$ cat src/rtl/gat_feat_streamer.sv
// gat_feat_streamer: output stage of the GAT accelerator.
// Reads the new-feature BRAM from word 0 up to word N-1. The BRAM read latency
// is absorbed by a small FIFO, and issue is throttled by a credit count
// (FIFO slots not yet claimed). Words leave on an AXI-Stream master, and tlast
// marks word N-1.
//
// state   | meaning
// --------+-------------------------------------------------------------
// IDLE    | waiting for a gat_ready rising edge; N==0 completes at once
// STREAM  | issuing one BRAM read per cycle while credit is available
// DRAIN   | all reads issued; emptying latency pipe and FIFO to the stream
module gat_feat_streamer #(
  parameter int NEW_FEATURE_WIDTH  = 32,
  parameter int NEW_FEATURE_DEPTH  = 43328,
  parameter int NEW_FEATURE_ADDR_W = $clog2(NEW_FEATURE_DEPTH),
  parameter int RD_LATENCY         = 2,
  parameter int FIFO_DEPTH         = 4
) (
  input  logic                          clk,
  input  logic                          rst_n,
  input  logic                          gat_ready,
  input  logic [NEW_FEATURE_ADDR_W:0]   cfg_num_words,
  output logic [NEW_FEATURE_ADDR_W+1:0] feat_bram_addrb,
  input  logic [NEW_FEATURE_WIDTH-1:0]  feat_bram_dout,
  output logic [NEW_FEATURE_WIDTH-1:0]  m_axis_tdata,
  output logic                          m_axis_tvalid,
  input  logic                          m_axis_tready,
  output logic                          m_axis_tlast,
  output logic                          strm_busy,
  output logic                          strm_done,
  output logic [NEW_FEATURE_ADDR_W:0]   strm_word_cnt
);

  localparam int CW    = NEW_FEATURE_ADDR_W + 1;
  localparam int PTR_W = (FIFO_DEPTH > 1) ? $clog2(FIFO_DEPTH) : 1;
  // Occupancy width covers FIFO contents plus reads still in the latency pipe.
  localparam int OCC_W = $clog2(FIFO_DEPTH + RD_LATENCY + 1);

  typedef enum logic [1:0] {
    S_IDLE   = 2'd0,
    S_STREAM = 2'd1,
    S_DRAIN  = 2'd2
  } state_t;

  state_t              state_q, state_d;
  logic                gat_ready_q;
  logic [CW-1:0]       n_q, n_d;
  logic [CW-1:0]       issue_cnt_q, issue_cnt_d;
  logic [CW-1:0]       word_cnt_q, word_cnt_d;
  logic [CW-1:0]       addr_hold_q, addr_hold_d;
  logic                done_q, done_d;

  logic [RD_LATENCY-1:0] vld_pipe_q;
  logic [RD_LATENCY-1:0] last_pipe_q;

  // FIFO entry: {last flag, data}
  logic [NEW_FEATURE_WIDTH:0] mem_q [FIFO_DEPTH];
  logic [PTR_W-1:0]           wr_ptr_q, rd_ptr_q;
  logic [OCC_W-1:0]           fifo_cnt_q;

  logic                       gat_rise;
  logic [OCC_W-1:0]           inflight;
  logic                       credit_ok;
  logic                       issue;
  logic                       push;
  logic                       pop;
  logic                       fifo_full;
  logic [NEW_FEATURE_WIDTH:0] head_w;

  assign gat_rise  = gat_ready & ~gat_ready_q;
  assign credit_ok = (fifo_cnt_q + inflight) < OCC_W'(FIFO_DEPTH);
  assign issue     = (state_q == S_STREAM) && credit_ok && (issue_cnt_q < n_q);
  assign push      = vld_pipe_q[RD_LATENCY-1];
  assign fifo_full = (fifo_cnt_q == OCC_W'(FIFO_DEPTH));
  assign head_w    = mem_q[rd_ptr_q];

  // Output stream comes straight from registered FIFO state, so tvalid never
  // depends on tready.
  assign m_axis_tvalid   = (fifo_cnt_q != '0);
  assign m_axis_tdata    = m_axis_tvalid ? head_w[NEW_FEATURE_WIDTH-1:0] : '0;
  assign m_axis_tlast    = m_axis_tvalid & head_w[NEW_FEATURE_WIDTH];
  assign pop             = m_axis_tvalid & m_axis_tready;

  // Present the word being issued this cycle. Otherwise hold the last
  // issued address.
  assign feat_bram_addrb = issue ? {issue_cnt_q, 2'b00} : {addr_hold_q, 2'b00};

  assign strm_busy     = (state_q != S_IDLE);
  assign strm_done     = done_q;
  assign strm_word_cnt = word_cnt_q;

  // Count of reads issued whose data has not yet reached the FIFO.
  always_comb begin
    inflight = '0;
    for (int i = 0; i < RD_LATENCY; i++) begin
      inflight = inflight + OCC_W'(vld_pipe_q[i]);
    end
  end

  // Next-state logic for the FSM, the counters and the sticky done flag.
  always_comb begin
    state_d     = state_q;
    n_d         = n_q;
    issue_cnt_d = issue_cnt_q;
    word_cnt_d  = word_cnt_q + CW'(pop);
    done_d      = done_q;
    addr_hold_d = issue ? issue_cnt_q : addr_hold_q;

    unique case (state_q)
      S_IDLE: begin
        if (gat_rise) begin
          n_d         = cfg_num_words;
          done_d      = 1'b0;
          word_cnt_d  = '0;
          issue_cnt_d = '0;
          addr_hold_d = '0;
          if (cfg_num_words == '0) begin
            done_d = 1'b1;
          end else begin
            state_d = S_STREAM;
          end
        end
      end
      S_STREAM: begin
        if (issue) begin
          issue_cnt_d = issue_cnt_q + CW'(1);
          if ((issue_cnt_q + CW'(1)) == n_q) begin
            state_d = S_DRAIN;
          end
        end
      end
      S_DRAIN: begin
        // Finish on the cycle the last buffered word is handed off.
        if ((inflight == '0) && !push && (fifo_cnt_q == OCC_W'(pop))) begin
          done_d  = 1'b1;
          state_d = S_IDLE;
        end
      end
      default: state_d = S_IDLE;
    endcase
  end

  // FSM and control registers.
  always_ff @(posedge clk or negedge rst_n) begin
    if (!rst_n) begin
      state_q     <= S_IDLE;
      gat_ready_q <= 1'b0;
      n_q         <= '0;
      issue_cnt_q <= '0;
      word_cnt_q  <= '0;
      addr_hold_q <= '0;
      done_q      <= 1'b0;
    end else begin
      state_q     <= state_d;
      gat_ready_q <= gat_ready;
      n_q         <= n_d;
      issue_cnt_q <= issue_cnt_d;
      word_cnt_q  <= word_cnt_d;
      addr_hold_q <= addr_hold_d;
      done_q      <= done_d;
    end
  end

  // Latency pipe: a valid bit and a last flag ride along with each read.
  always_ff @(posedge clk or negedge rst_n) begin
    if (!rst_n) begin
      vld_pipe_q  <= '0;
      last_pipe_q <= '0;
    end else begin
      vld_pipe_q[0]  <= issue;
      last_pipe_q[0] <= issue && (issue_cnt_q == (n_q - CW'(1)));
      for (int i = 1; i < RD_LATENCY; i++) begin
        vld_pipe_q[i]  <= vld_pipe_q[i-1];
        last_pipe_q[i] <= last_pipe_q[i-1];
      end
    end
  end

  // FIFO pointers and occupancy. Push and pop in the same cycle are both taken.
  always_ff @(posedge clk or negedge rst_n) begin
    if (!rst_n) begin
      wr_ptr_q   <= '0;
      rd_ptr_q   <= '0;
      fifo_cnt_q <= '0;
    end else begin
      if (push) begin
        wr_ptr_q <= (wr_ptr_q == PTR_W'(FIFO_DEPTH - 1)) ? '0 : wr_ptr_q + PTR_W'(1);
      end
      if (pop) begin
        rd_ptr_q <= (rd_ptr_q == PTR_W'(FIFO_DEPTH - 1)) ? '0 : rd_ptr_q + PTR_W'(1);
      end
      fifo_cnt_q <= fifo_cnt_q + OCC_W'(push) - OCC_W'(pop);
    end
  end

  // FIFO storage. There is no reset here because data is only read when the
  // count says the entry is occupied.
  always_ff @(posedge clk) begin
    if (push) begin
      mem_q[wr_ptr_q] <= {last_pipe_q[RD_LATENCY-1], feat_bram_dout};
    end
  end

  // The credit scheme must never let a push land on a full FIFO without a pop.
  a_no_fifo_overflow: assert property (@(posedge clk) disable iff (!rst_n)
    !(push && fifo_full && !pop));

endmodule

$ cat config.mk
export PLATFORM = sky130hd
export DESIGN_NAME = gat_feat_streamer
export DESIGN_NICKNAME = d
export VERILOG_FILES = /design/src/rtl/gat_feat_streamer.sv
export SDC_FILE = /design/constraint.sdc
export NUM_CORES = 1
export LEC_CHECK = 0
export ABC_CLOCK_PERIOD_IN_PS = 2900
export CORE_MARGIN = 2
export CORE_UTILIZATION = 35
export CTS_CLUSTER_SIZE = 10
export DETAILED_ROUTE_END_ITERATION = 8
export SETUP_SLACK_MARGIN = 0.5
export SLEW_MARGIN = 0
export SYNTH_ARGS = -nofsm -noshare
export SYNTH_HDL_FRONTEND = slang
export SYNTH_SLANG_ARGS = --single-unit
$ cat constraint.sdc
create_clock -name clk -period 2.9 [get_ports clk]
set_input_delay 0.435 -clock clk [delete_from_list [all_inputs] [get_ports clk]]
set_output_delay 0.435 -clock clk [all_outputs]
set_load 0.005 [all_outputs]
==> key figures, run 1 <==
Worst setup path
  – Crit Path Max Fanout: 6
  – CP endpoint kind: output pin
  – Slowest stage delay, CP: approximately 0.38 ns
  – Kind of critical path: flip-flop to output pin
  – Required @ worst endpoint: about 2.5 ns
  – Crit path launch type: flip-flop
  – Worst r2r src: issue_cnt_q[8]
  – CP Data Arrival Time: roughly 3.0 ns
  – Buf/Inv on CP: 7
  – Slowest CP cell: dfrtp_1
  – CP cell instances: inv_2, ha_4, a211oi_2, o21bai_1, buf_4, a2111oi_4, buf_4, o21ai_4, inv_2, buf_6, buf_16, mux2_4, buf_6
  – Reg2Reg Setup Slack: -0.22 ns
  – Reg2Reg Capture Point: issue_cnt_q[16]
  – Top delay family on crit path: buffers and inverters
  – FF-to-FF path depth: 20

Hold path
  – Worst hold stages: 0
  – Min-Delay Path Class: flip-flop to flip-flop
  – Hold Crit Start: last_pipe_q[0]
  – Hold EP: last_pipe_q[1]

Placed design
  – Gpl congestion: between 0.8 and 0.9
  – Post-Place Setup Slack: -0.299 ns
  – HPWL after detailed placement: approximately 17,000 µm
  – Port Buf Inserts: 121

Logic synthesis
  – Primary FF master, synth: edfxtp_1
  – Seq/Total Area, Yosys: 0.586
  – Synth async-reset ratio: 0.383
  – Synth Cell Area: roughly 0.010 mm²
  – Synthesized flop and latch total: ~210
  – Library cells used by synthesis: between 70 and 80
  – Yosys warns: 0
  – Post-synth EDFFs: roughly 130
  – Post-Syn Area per Cell: around 13 µm²
  – Syn Inst Count: just under 800

Die
  – Initial core utilization: 0.357
  – Die H: roughly 180 µm
  – Boundary pin count: approximately 120
  – Core area: roughly 0.029 mm²
  – Row count: between 60 and 70
  – Die Width: roughly 180 µm
  – Die ar.: roughly 0.031 mm²

Power and ir drop
  – Cell Pwr Density: ~1200 mW/mm²
  – VDD IR max: 1300 µV
  – Design Power: approximately 17 mW
  – Leak: ~5.7 nW

Finish
  – Layout area overhead: 39.9%
  – Post-Route Utilization: 0.499
  – Antenna cells: 0
  – Sequential cell area: 0.00602 mm²
  – Nets@finish: 1,110
  – Layout cells sized above 1: 0.342
  – Fillers: between 2k and 2.5k
  – Multi-input gate area: between 0.004 and 0.005 mm²

Status
  – Failing checks: setup timing
  – Status: finished, violations left

Global route
  – First-pass GRT wire length: around 40,000 µm
  – GR Overflow Total: 0
  – GRT Total Usage: 0.165
  – Largest net degree at the start of global routing: 50
  – Initial antenna violation count: 0
  – Vias in the first global route: 7,184

STA
  – Final period utilization: 1.17
  – Measured slew at the worst slew-check pin: around 0.95 ns
  – RSZ-0062 raised after global routing: true
  – Hold Fails Final Rpt: 0
  – Final clock skew: 0.0163 ns
  – Slew HR: 0.367
  – Final setup viols: 30
  – Minimum clock period: ~3.4 ns
  – Final WS setup: -0.497 ns
  – WHS: between 0.3 and 0.4 ns
  – Pins Over Slew Limit: 0
  – F_max: ~290 MHz

Flow run
  – Max-Cap Viols: 0

Routing
  – DR WL/cell: roughly 18 µm
  – ANT nets after route: 0
  – Via count: 7,192
  – Drt pass-1 iters: 5
  – Routed WL: between 20,000 and 30,000 µm
  – DRC viols: 0
  – Iter 0 DRT Violations: about 400
  – Vias/cell: slightly above 5

Clocking
  – # H-tree levels: 1
  – CTS tree: done
  – Clk buf depth: 3
  – Later-pin clock latency in the skew report: between 0.5 and 0.6 ns
  – CTS clk-pin slew, worst paths: ~0.06 ns
  – TritonCTS Buffers: 26
  – Root buffer cell: clkbuf_16
  – Clock sink count: 214
## cells by family (layout without fill, tap and decap cells)
group | after synthesis | after routing | share of synthesized area
AOI/OAI and AO/OA | 114 | 114 | 0.0736
xor gates and xnor gates | 49 | 49 | 0.0426
adders and majority gates | 32 | 32 | 0.0397
buffers and inverters | 82 | 340 | 0.0349
DFF | 214 | 214 | 0.586
muxes | 50 | 50 | 0.0911
other | 1 | 2 | 0.000365
and+or+nand+nor | 243 | 243 | 0.132
## repair_timing
item	in CTS	in global routing
endpoints found under the setup margin	90	96
gates resized for setup	314	76
hold buffers	1	0
gates cloned	2	1
buffers inserted	34	20
pin swaps	30	24
endpoints found under the hold margin	43	0
## Yosys cell counts, types with 3 or more instances
master    number  share of area
edfxtp_1     132           0.39
dfrtp_1       82           0.20
and2_1        58          0.035
nand2_1       42          0.015
inv_1         36          0.013
o21ai_0       34          0.017
mux4_2        33          0.072
nor2_1        32          0.012
ha_1          31          0.038
xnor2_1       28          0.024
nand3_1       27          0.013
clkbuf_1      24         0.0088
xor2_1        20          0.017
nand4_1       17          0.010
mux2_1        16          0.018
buf_2         13         0.0063
a21oi_1       12         0.0059
nor3_1        11         0.0054
a21o_1        10         0.0073
and3_1        10         0.0061
nor4_1         9         0.0055
a31oi_1        8         0.0049
nor2b_1        8         0.0049
or3_1          8         0.0049
o21ai_1        7         0.0034
o31ai_1        7         0.0051
buf_4          5         0.0037
or4_1          4         0.0029
a211o_1        3         0.0026
and4_1         3         0.0026
o211ai_1       3         0.0022
o22ai_1        3         0.0018
## flip-flops by register name, summed over array words and instances (netlist names)
signal         flops
state_q            2
vld_pipe_q         2
mem_q            132
gat_ready_q        1
fifo_cnt_q         3
strm_done          1
issue_cnt_q       17
rd_ptr_q           2
strm_word_cnt     17
last_pipe_q        2
addr_hold_q       16
wr_ptr_q           2
n_q               17
## how the worst max path moves through the flow
stage	startpoint	end	cells past startpoint
after detailed placement	vld_pipe_q[1]	feat_bram_addrb[7]	10
after global placement	vld_pipe_q[1]	feat_bram_addrb[16]	10
after global routing	n_q[6]	feat_bram_addrb[11]	13
after floorplan	n_q[1]	feat_bram_addrb[11]	9
after CTS	vld_pipe_q[0]	feat_bram_addrb[14]	11
final	n_q[6]	feat_bram_addrb[14]	13
## worst reg2reg max path: cells and delay by family, from the launching register on
family,cells,cell delay [ns]
compound gates,5,0.64
buf+inv,13,1.46
flops,1,0.40
fa+ha+maj,1,0.30
simple gates,1,0.25
## where the power goes
part | switching (mW) | internal (mW) | total (mW)
sequential | 0.332 | 4.11 | 4.44
combinational | 3.94 | 5.29 | 9.23
clock | 1.20 | 1.76 | 2.97
## metrics by stage
step	cell area, µm²	cells	TNS (ns)
after global routing	14400	1428	-13.37
after CTS	13900	1407	-10.54
final	14400	1428	-10.19
after detailed placement	12400	1323	-4.82
after floorplan	10300	786	0
after global placement	12400	1323	-4.84
## placed cells by master (no fill, tap or decap), drive strengths merged, types with 12 or more instances in the layout
cell type and count:
clkbuf 45, nand2 42, clkdlybuf4s50 70, nor3 12, nand4 18, nor2 33, and2 58, xnor2 28
a21oi 12, ha 31, dfrtp 82, buf 183, inv 37, o21ai 41, mux2 17, mux4 33
edfxtp 132, nand3 27, xor2 21
## routing by layer
layer	routed length, µm	global-route usage	vias up
met5	0	0	-
met4	624	0.0458	0
met3	1430	0.0287	35
met2	12300	0.268	203
met1	11600	0.229	3568
li1	-	-	3386
## layout make-up
type,count,share of cell area
clock buffers,44,0.0528
clock inverters,3,0.00174
inverters,37,0.00968
multi-input cells,490,0.303
flip-flops and latches,214,0.419
well taps,384,0.0335
repair buffers,256,0.180
Power figures use the tool's default switching activity.
==> run 2, diff against run 1 <==
--- a/config.mk
+++ b/config.mk
@@ -8,8 +8,10 @@
 export ABC_CLOCK_PERIOD_IN_PS = 2900
 export CORE_MARGIN = 2
 export CORE_UTILIZATION = 35
+export CTS_CLUSTER_DIAMETER = 200
 export CTS_CLUSTER_SIZE = 10
 export DETAILED_ROUTE_END_ITERATION = 8
+export RECOVER_POWER = 100
 export SETUP_SLACK_MARGIN = 0.5
 export SLEW_MARGIN = 0
 export SYNTH_ARGS = -nofsm -noshare
==> run 2 against run 1 <==
  * Via count is 0.70% lower
  * Routed wire length about the same
  * Largest cell class unchanged
  * Clock-buffer cell count shrank 5
  * The flow still finishes with violations (setup timing)
  * Highest routed layer unchanged
==> key figures, run 2 (synthesis results as in run 1) <==
Status
  – Status: finished, violations left
  – Failing checks: setup timing

Die
  – Die Width: between 150 and 200 µm
  – Die ar.: 0.0307 mm²
  – Core area: between 0.02 and 0.03 mm²
  – Initial core utilization: 0.357
  – Boundary pin count: 124
  – Die H: between 150 and 200 µm
  – Row count: 62

STA
  – WHS: roughly 0.35 ns
  – Final WS setup: -0.508 ns
  – Final clock skew: roughly 0.013 ns
  – Pins Over Slew Limit: 0
  – F_max: ~290 MHz
  – Hold Fails Final Rpt: 0
  – Measured slew at the worst slew-check pin: ~1.3 ns
  – Slew HR: 0.159
  – Final period utilization: 1.18
  – Minimum clock period: ~3.4 ns
  – Final setup viols: 31
  – RSZ-0062 raised after global routing: true
  – Fin Setup TNS: -11.14 ns

Worst setup path
  – Crit Path Max Fanout: 6
  – Kind of critical path: flip-flop to output pin
  – CP cell instances: inv_2, ha_4, a211oi_2, o21bai_1, buf_4, a2111oi_4, buf_4, o21ai_4, inv_2, buf_6, buf_16, mux2_4, buf_6
  – Top delay family on crit path: buffers and inverters
  – Worst r2r src: issue_cnt_q[8]
  – Crit path launch type: flip-flop
  – Slowest stage delay, CP: around 0.38 ns
  – CP endpoint kind: output pin
  – CP Data Arrival Time: roughly 3.0 ns
  – Buf/Inv on CP: 7
  – Required @ worst endpoint: 2.47 ns
  – Slowest CP cell: dfrtp_1
  – Reg2Reg Setup Slack: -0.27 ns
  – Crit. Startpoint: n_q[6]

Finish
  – Post-route insts no fill: 1,424
  – Layout area overhead: 38.2%
  – Post-Route Utilization: 0.493
  – Most frequent cells in the layout: edfxtp_1 (132), buf_6 (84), dfrtp_1 (82)
  – Layout cells sized above 1: 0.317
  – Most common cell after layout, fill and taps aside: edfxtp_1
  – Reg with most FFs: mem_q
  – Post-route design area: about 0.014 mm²
  – Fillers: approximately 2.5k
  – Antenna cells: 0
  – Nets@finish: roughly 1.1k
  – Max reg flops: roughly 130

Routing
  – Drt pass-1 iters: 5
  – Via count: between 7k and 8k
  – Vias/cell: 5.02
  – DRC viols: 0
  – Routed WL: around 26,000 µm
  – Iter 0 DRT Violations: 460
  – DR WL/cell: 18.2 µm
  – ANT nets after route: 0

Clocking
  – TritonCTS Buffers: 25
  – CTS clk-pin slew, worst paths: about 0.060 ns
  – Clock sink count: between 200 and 250
  – Root buffer cell: clkbuf_16
  – # H-tree levels: 1
  – Later-pin clock latency in the skew report: roughly 0.53 ns
  – Clk buf depth: 3
  – CTS tree: done

Power and ir drop
  – Cell Pwr Density: about 1200 mW/mm²
  – Leak: roughly 5.6 nW
  – VDD IR max: around 1300 µV
  – Design Power: between 15 and 20 mW

Global route
  – Vias in the first global route: approximately 7.1k
  – Largest net degree at the start of global routing: 50
  – GR Overflow Total: 0
  – GRT Total Usage: 0.165
  – First-pass GRT wire length: approximately 40,000 µm
  – Initial antenna violation count: 0

Placed design
  – # placed instances: about 1.3k
  – Gpl congestion: ~0.86
  – HPWL after detailed placement: roughly 17,000 µm
  – Post-Place Setup Slack: -0.299 ns
  – Port Buf Inserts: roughly 120
  – Placed Area: 0.0124 mm²

Flow run
  – Max-Cap Viols: 0

Hold path
  – Hold Crit Start: last_pipe_q[0]
  – Min-Delay Path Class: flip-flop to flip-flop
run 2: changes by cell type in the layout (fill, tap and decap cells not counted), sizes merged:
cell | previous run | this run
clkdlybuf4s50 | 70 | 18
dlygate4sd3 | 1 | 53
buf | 183 | 169
clkbuf | 45 | 56
clkinv | 3 | 1
inv | 37 | 38
run 2: timing repair:
| item | 4_1_cts | 5_1_grt |
|---|---|---|
| hold buffers | 1 | 0 |
| setup buffers | 33 | 22 |
| endpoints found under the setup margin | 90 | 95 |
| pin swaps | 30 | 46 |
| cloned | 2 | 2 |
| gates resized for setup | 313 | 68 |
| endpoints found under the hold margin | 43 | 0 |
run 2: area by class of cell:
type / count / area, µm² / share of cell area
Sequential cell: 214 / 6020 / 0.424
Clock buffer: 39 / 678 / 0.0478
Clock inverter: 2 / 28.8 / 0.00203
Tap cell: 384 / 480 / 0.0339
Multi-Input combinational cell: 490 / 4280 / 0.302
Timing Repair Buffer: 258 / 2560 / 0.181
Inverter: 37 / 139 / 0.00979
run 2: layer usage:
metal | vias to the layer above | wire, µm | GRT usage
li1 | 3389 | - | -
met1 | 3506 | 11600 | 0.232
met2 | 211 | 12100 | 0.264
met3 | 36 | 1560 | 0.0283
met4 | 0 | 570 | 0.0458
met5 | - | 0 | 0
run 2: path summary, 6_finish.rpt:
| path | to | cells after the start |
|---|---|---|
| max in group asynchronous | addr_hold_q[9] | 3 |
| worst max register to register | issue_cnt_q[1] | 20 |
| worst min register to register | last_pipe_q[1] | 0 |
| worst min-delay path | last_pipe_q[1] | 0 |
| worst max-delay path | feat_bram_addrb[14] | 13 |
| min in group asynchronous | addr_hold_q[0] | 2 |
run 2: report_power, final:
part	switching, mW	internal (mW)
Combinational	3.94	5.22
Sequential	0.324	4.11
Clock	1.19	1.60
run 2: worst reg2reg max path: stages (launching register included):
cell	delay, ns
dfrtp_1	0.40
ha_1	0.31
o21ai_1	0.07
o21bai_1	0.16
buf_4	0.15
buf_4	0.09
o211ai_1	0.12
o21ai_4	0.23
inv_2	0.09
buf_6	0.13
buf_6	0.12
buf_6	0.11
buf_6	0.10
buf_6	0.10
buf_6	0.10
buf_6	0.10
buf_6	0.10
buf_6	0.11
nor2_4	0.25
buf_6	0.16
o21ai_2	0.05
==> run 3, diff against run 2 <==
--- a/config.mk
+++ b/config.mk
@@ -5,14 +5,14 @@
 export SDC_FILE = /design/constraint.sdc
 export NUM_CORES = 1
 export LEC_CHECK = 0
-export ABC_CLOCK_PERIOD_IN_PS = 2900
 export CORE_MARGIN = 2
-export CORE_UTILIZATION = 35
+export CORE_UTILIZATION = 56
 export CTS_CLUSTER_DIAMETER = 200
 export CTS_CLUSTER_SIZE = 10
 export DETAILED_ROUTE_END_ITERATION = 8
+export PLACE_DENSITY = 0.8
 export RECOVER_POWER = 100
-export SETUP_SLACK_MARGIN = 0.5
+export SETUP_SLACK_MARGIN = 0.15
 export SLEW_MARGIN = 0
 export SYNTH_ARGS = -nofsm -noshare
 export SYNTH_HDL_FRONTEND = slang
==> run 3 against run 2 <==
  * The flow still finishes with violations (setup timing)
  * Largest cell class unchanged
  * Maximum frequency increased by 2.0%
  * First-iteration DRC count increased by 32%
  * Final cell count decreased by 13%
  * Clock power decreased by 3%
==> key figures, run 3 (synthesis results as in run 1) <==
Die
  – Row count: 49
  – Die ar.: around 0.019 mm²
  – Initial core utilization: 0.571
  – Boundary pin count: 124
  – Core area: approximately 0.018 mm²
  – Die Width: roughly 140 µm
  – Die H: about 140 µm

Worst setup path
  – CP Data Arrival Time: ~2.9 ns
  – Crit. Startpoint: n_q[1]
  – CP endpoint kind: output pin
  – Crit path launch type: flip-flop
  – CP cell instances: inv_2, ha_4, nor2b_4, o2111a_1, a2111oi_4, buf_4, o21ai_4, inv_2, buf_6, buf_12, buf_12, mux2_4, buf_6
  – Kind of critical path: flip-flop to output pin
  – Slowest CP cell: dfrtp_1
  – Buf/Inv on CP: 7
  – Crit Path Max Fanout: 5
  – Top delay family on crit path: buffers and inverters
  – Required @ worst endpoint: between 2 and 2.5 ns
  – Slowest stage delay, CP: around 0.39 ns
  – Crit path depth: 13
  – Worst r2r src: fifo_cnt_q[1]
  – FF-to-FF path depth: 11

Routing
  – Routed WL: between 20,000 and 25,000 µm
  – DRC viols: 0
  – DR WL/cell: ~20 µm
  – Drt pass-1 iters: 4
  – Vias/cell: roughly 5.8
  – Via count: about 7k
  – Iter 0 DRT Violations: about 610
  – ANT nets after route: 0

Hold path
  – Hold Crit Start: last_pipe_q[0]
  – Min-Delay Path Class: flip-flop to flip-flop
  – Worst hold stages: 0

Clocking
  – Root buffer cell: clkbuf_16
  – Clock sink count: about 210
  – # H-tree levels: 1
  – TritonCTS Buffers: 25
  – CTS clk-pin slew, worst paths: 0.06 ns
  – Clk buf depth: 3
  – Later-pin clock latency in the skew report: approximately 0.50 ns
  – CTS tree: done

Placed design
  – Post-Place Setup Slack: -0.333 ns
  – Gpl congestion: about 0.93
  – HPWL after detailed placement: roughly 16,000 µm
  – Port Buf Inserts: ~120

STA
  – Final WS setup: -0.442 ns
  – RSZ-0062 raised after global routing: true
  – Slew HR: 0.150
  – Final setup viols: 16
  – Pins Over Slew Limit: 0
  – Hold Fails Final Rpt: 0
  – Measured slew at the worst slew-check pin: between 1 and 1.5 ns
  – F_max: 299 MHz
  – Final period utilization: 1.15
  – Final clock skew: 0.0123 ns
  – Minimum clock period: around 3.3 ns

Finish
  – Most frequent cells in the layout: edfxtp_1 (132), dfrtp_1 (80), buf_4 (72)
  – Most common cell after layout, fill and taps aside: edfxtp_1
  – Max reg flops: approximately 130
  – Layout area overhead: 30.6%
  – Antenna cells: 0
  – Post-Route Utilization: 0.746
  – Layout cells sized above 1: 0.231
  – Nets@finish: 1,077
  – Reg with most FFs: mem_q

Power and ir drop
  – Leak: 5.38 nW
  – Design Power: ~15 mW
  – Cell Pwr Density: between 1000 and 1500 mW/mm²
  – VDD IR max: 814 µV

Flow run
  – Max-Cap Viols: 0

Global route
  – Vias in the first global route: 7,176
  – Initial antenna violation count: 0
  – GRT Total Usage: 0.252
  – First-pass GRT wire length: between 30,000 and 40,000 µm
  – Largest net degree at the start of global routing: 52
  – GR Overflow Total: 0

Status
  – Failing checks: setup timing
  – Status: finished, violations left
run 3: layer usage:
metal,track usage,vias up,part of all wire
li1,-,3329,-
met1,0.349,3503,0.41
met2,0.410,282,0.49
met3,0.0365,61,0.062
met4,0.0952,0,0.035
met5,0,-,0
run 3: power by group:
part	switching, mW	total, mW	internal (mW)
clock	1.13	2.72	1.59
sequential	0.360	4.48	4.12
combinational	3.48	7.54	4.06
run 3: area by class of cell:
| cell class | instances | area (µm²) |
|---|---|---|
| multi-input cells | 491 | 4110 |
| repair buffers | 223 | 2160 |
| well taps | 229 | 287 |
| flip-flops and latches | 214 | 6020 |
| clock inverters | 1 | 8.76 |
| inverters | 37 | 139 |
| fillers | 1122 | 4560 |
| clock buffers | 40 | 682 |
run 3: through the flow:
step / cells / instance area (µm²) / hold WS [ns] / TNS [ns]
2_1_floorplan: 786 / 10300 / 0.139 / 0
3_3_place_gp: 1157 / 12100 / 0.333 / -3.98
3_5_place_dp: 1157 / 12100 / 0.341 / -5.06
4_1_cts: 1221 / 13200 / 0.355 / -7.66
5_1_grt: 1235 / 13400 / 0.366 / -7.26
6_report: 1235 / 13400 / 0.350 / -5.94
run 3: worst paths after layout:
| check | slack [ns] | endpoint |
|---|---|---|
| worst max-delay path | -0.44 | feat_bram_addrb[16] |
| worst min-delay path | 0.35 | last_pipe_q[1] |
| worst max register to register | 0.15 | state_q[0] |
| worst min register to register | 0.35 | last_pipe_q[1] |
| max in group asynchronous | 0.65 | rd_ptr_q[1] |
| min in group asynchronous | 0.75 | strm_word_cnt[10] |
run 3: worst reg2reg max path, cell delays in order, from the launching register on:
cell and delay, ns:
dfrtp_1 0.41, clkbuf_1 0.16, nor2_1 0.21, nand2_1 0.14
nand2_1 0.15, inv_1 0.08, ha_1 0.33, a311o_1 0.22
o211ai_1 0.18, a2111oi_2 0.31, nand4_1 0.23, o21a_1 0.23
run 3: timing repair:
| item | in CTS | in global routing |
|---|---|---|
| cloned | 4 | 1 |
| pin swaps | 7 | 12 |
| buffers inserted | 18 | 13 |
| endpoints found under the setup margin | 58 | 50 |
| resized for setup | 146 | 43 |
| hold endpoints to repair | 47 | 0 |
| hold buffers | 1 | 0 |
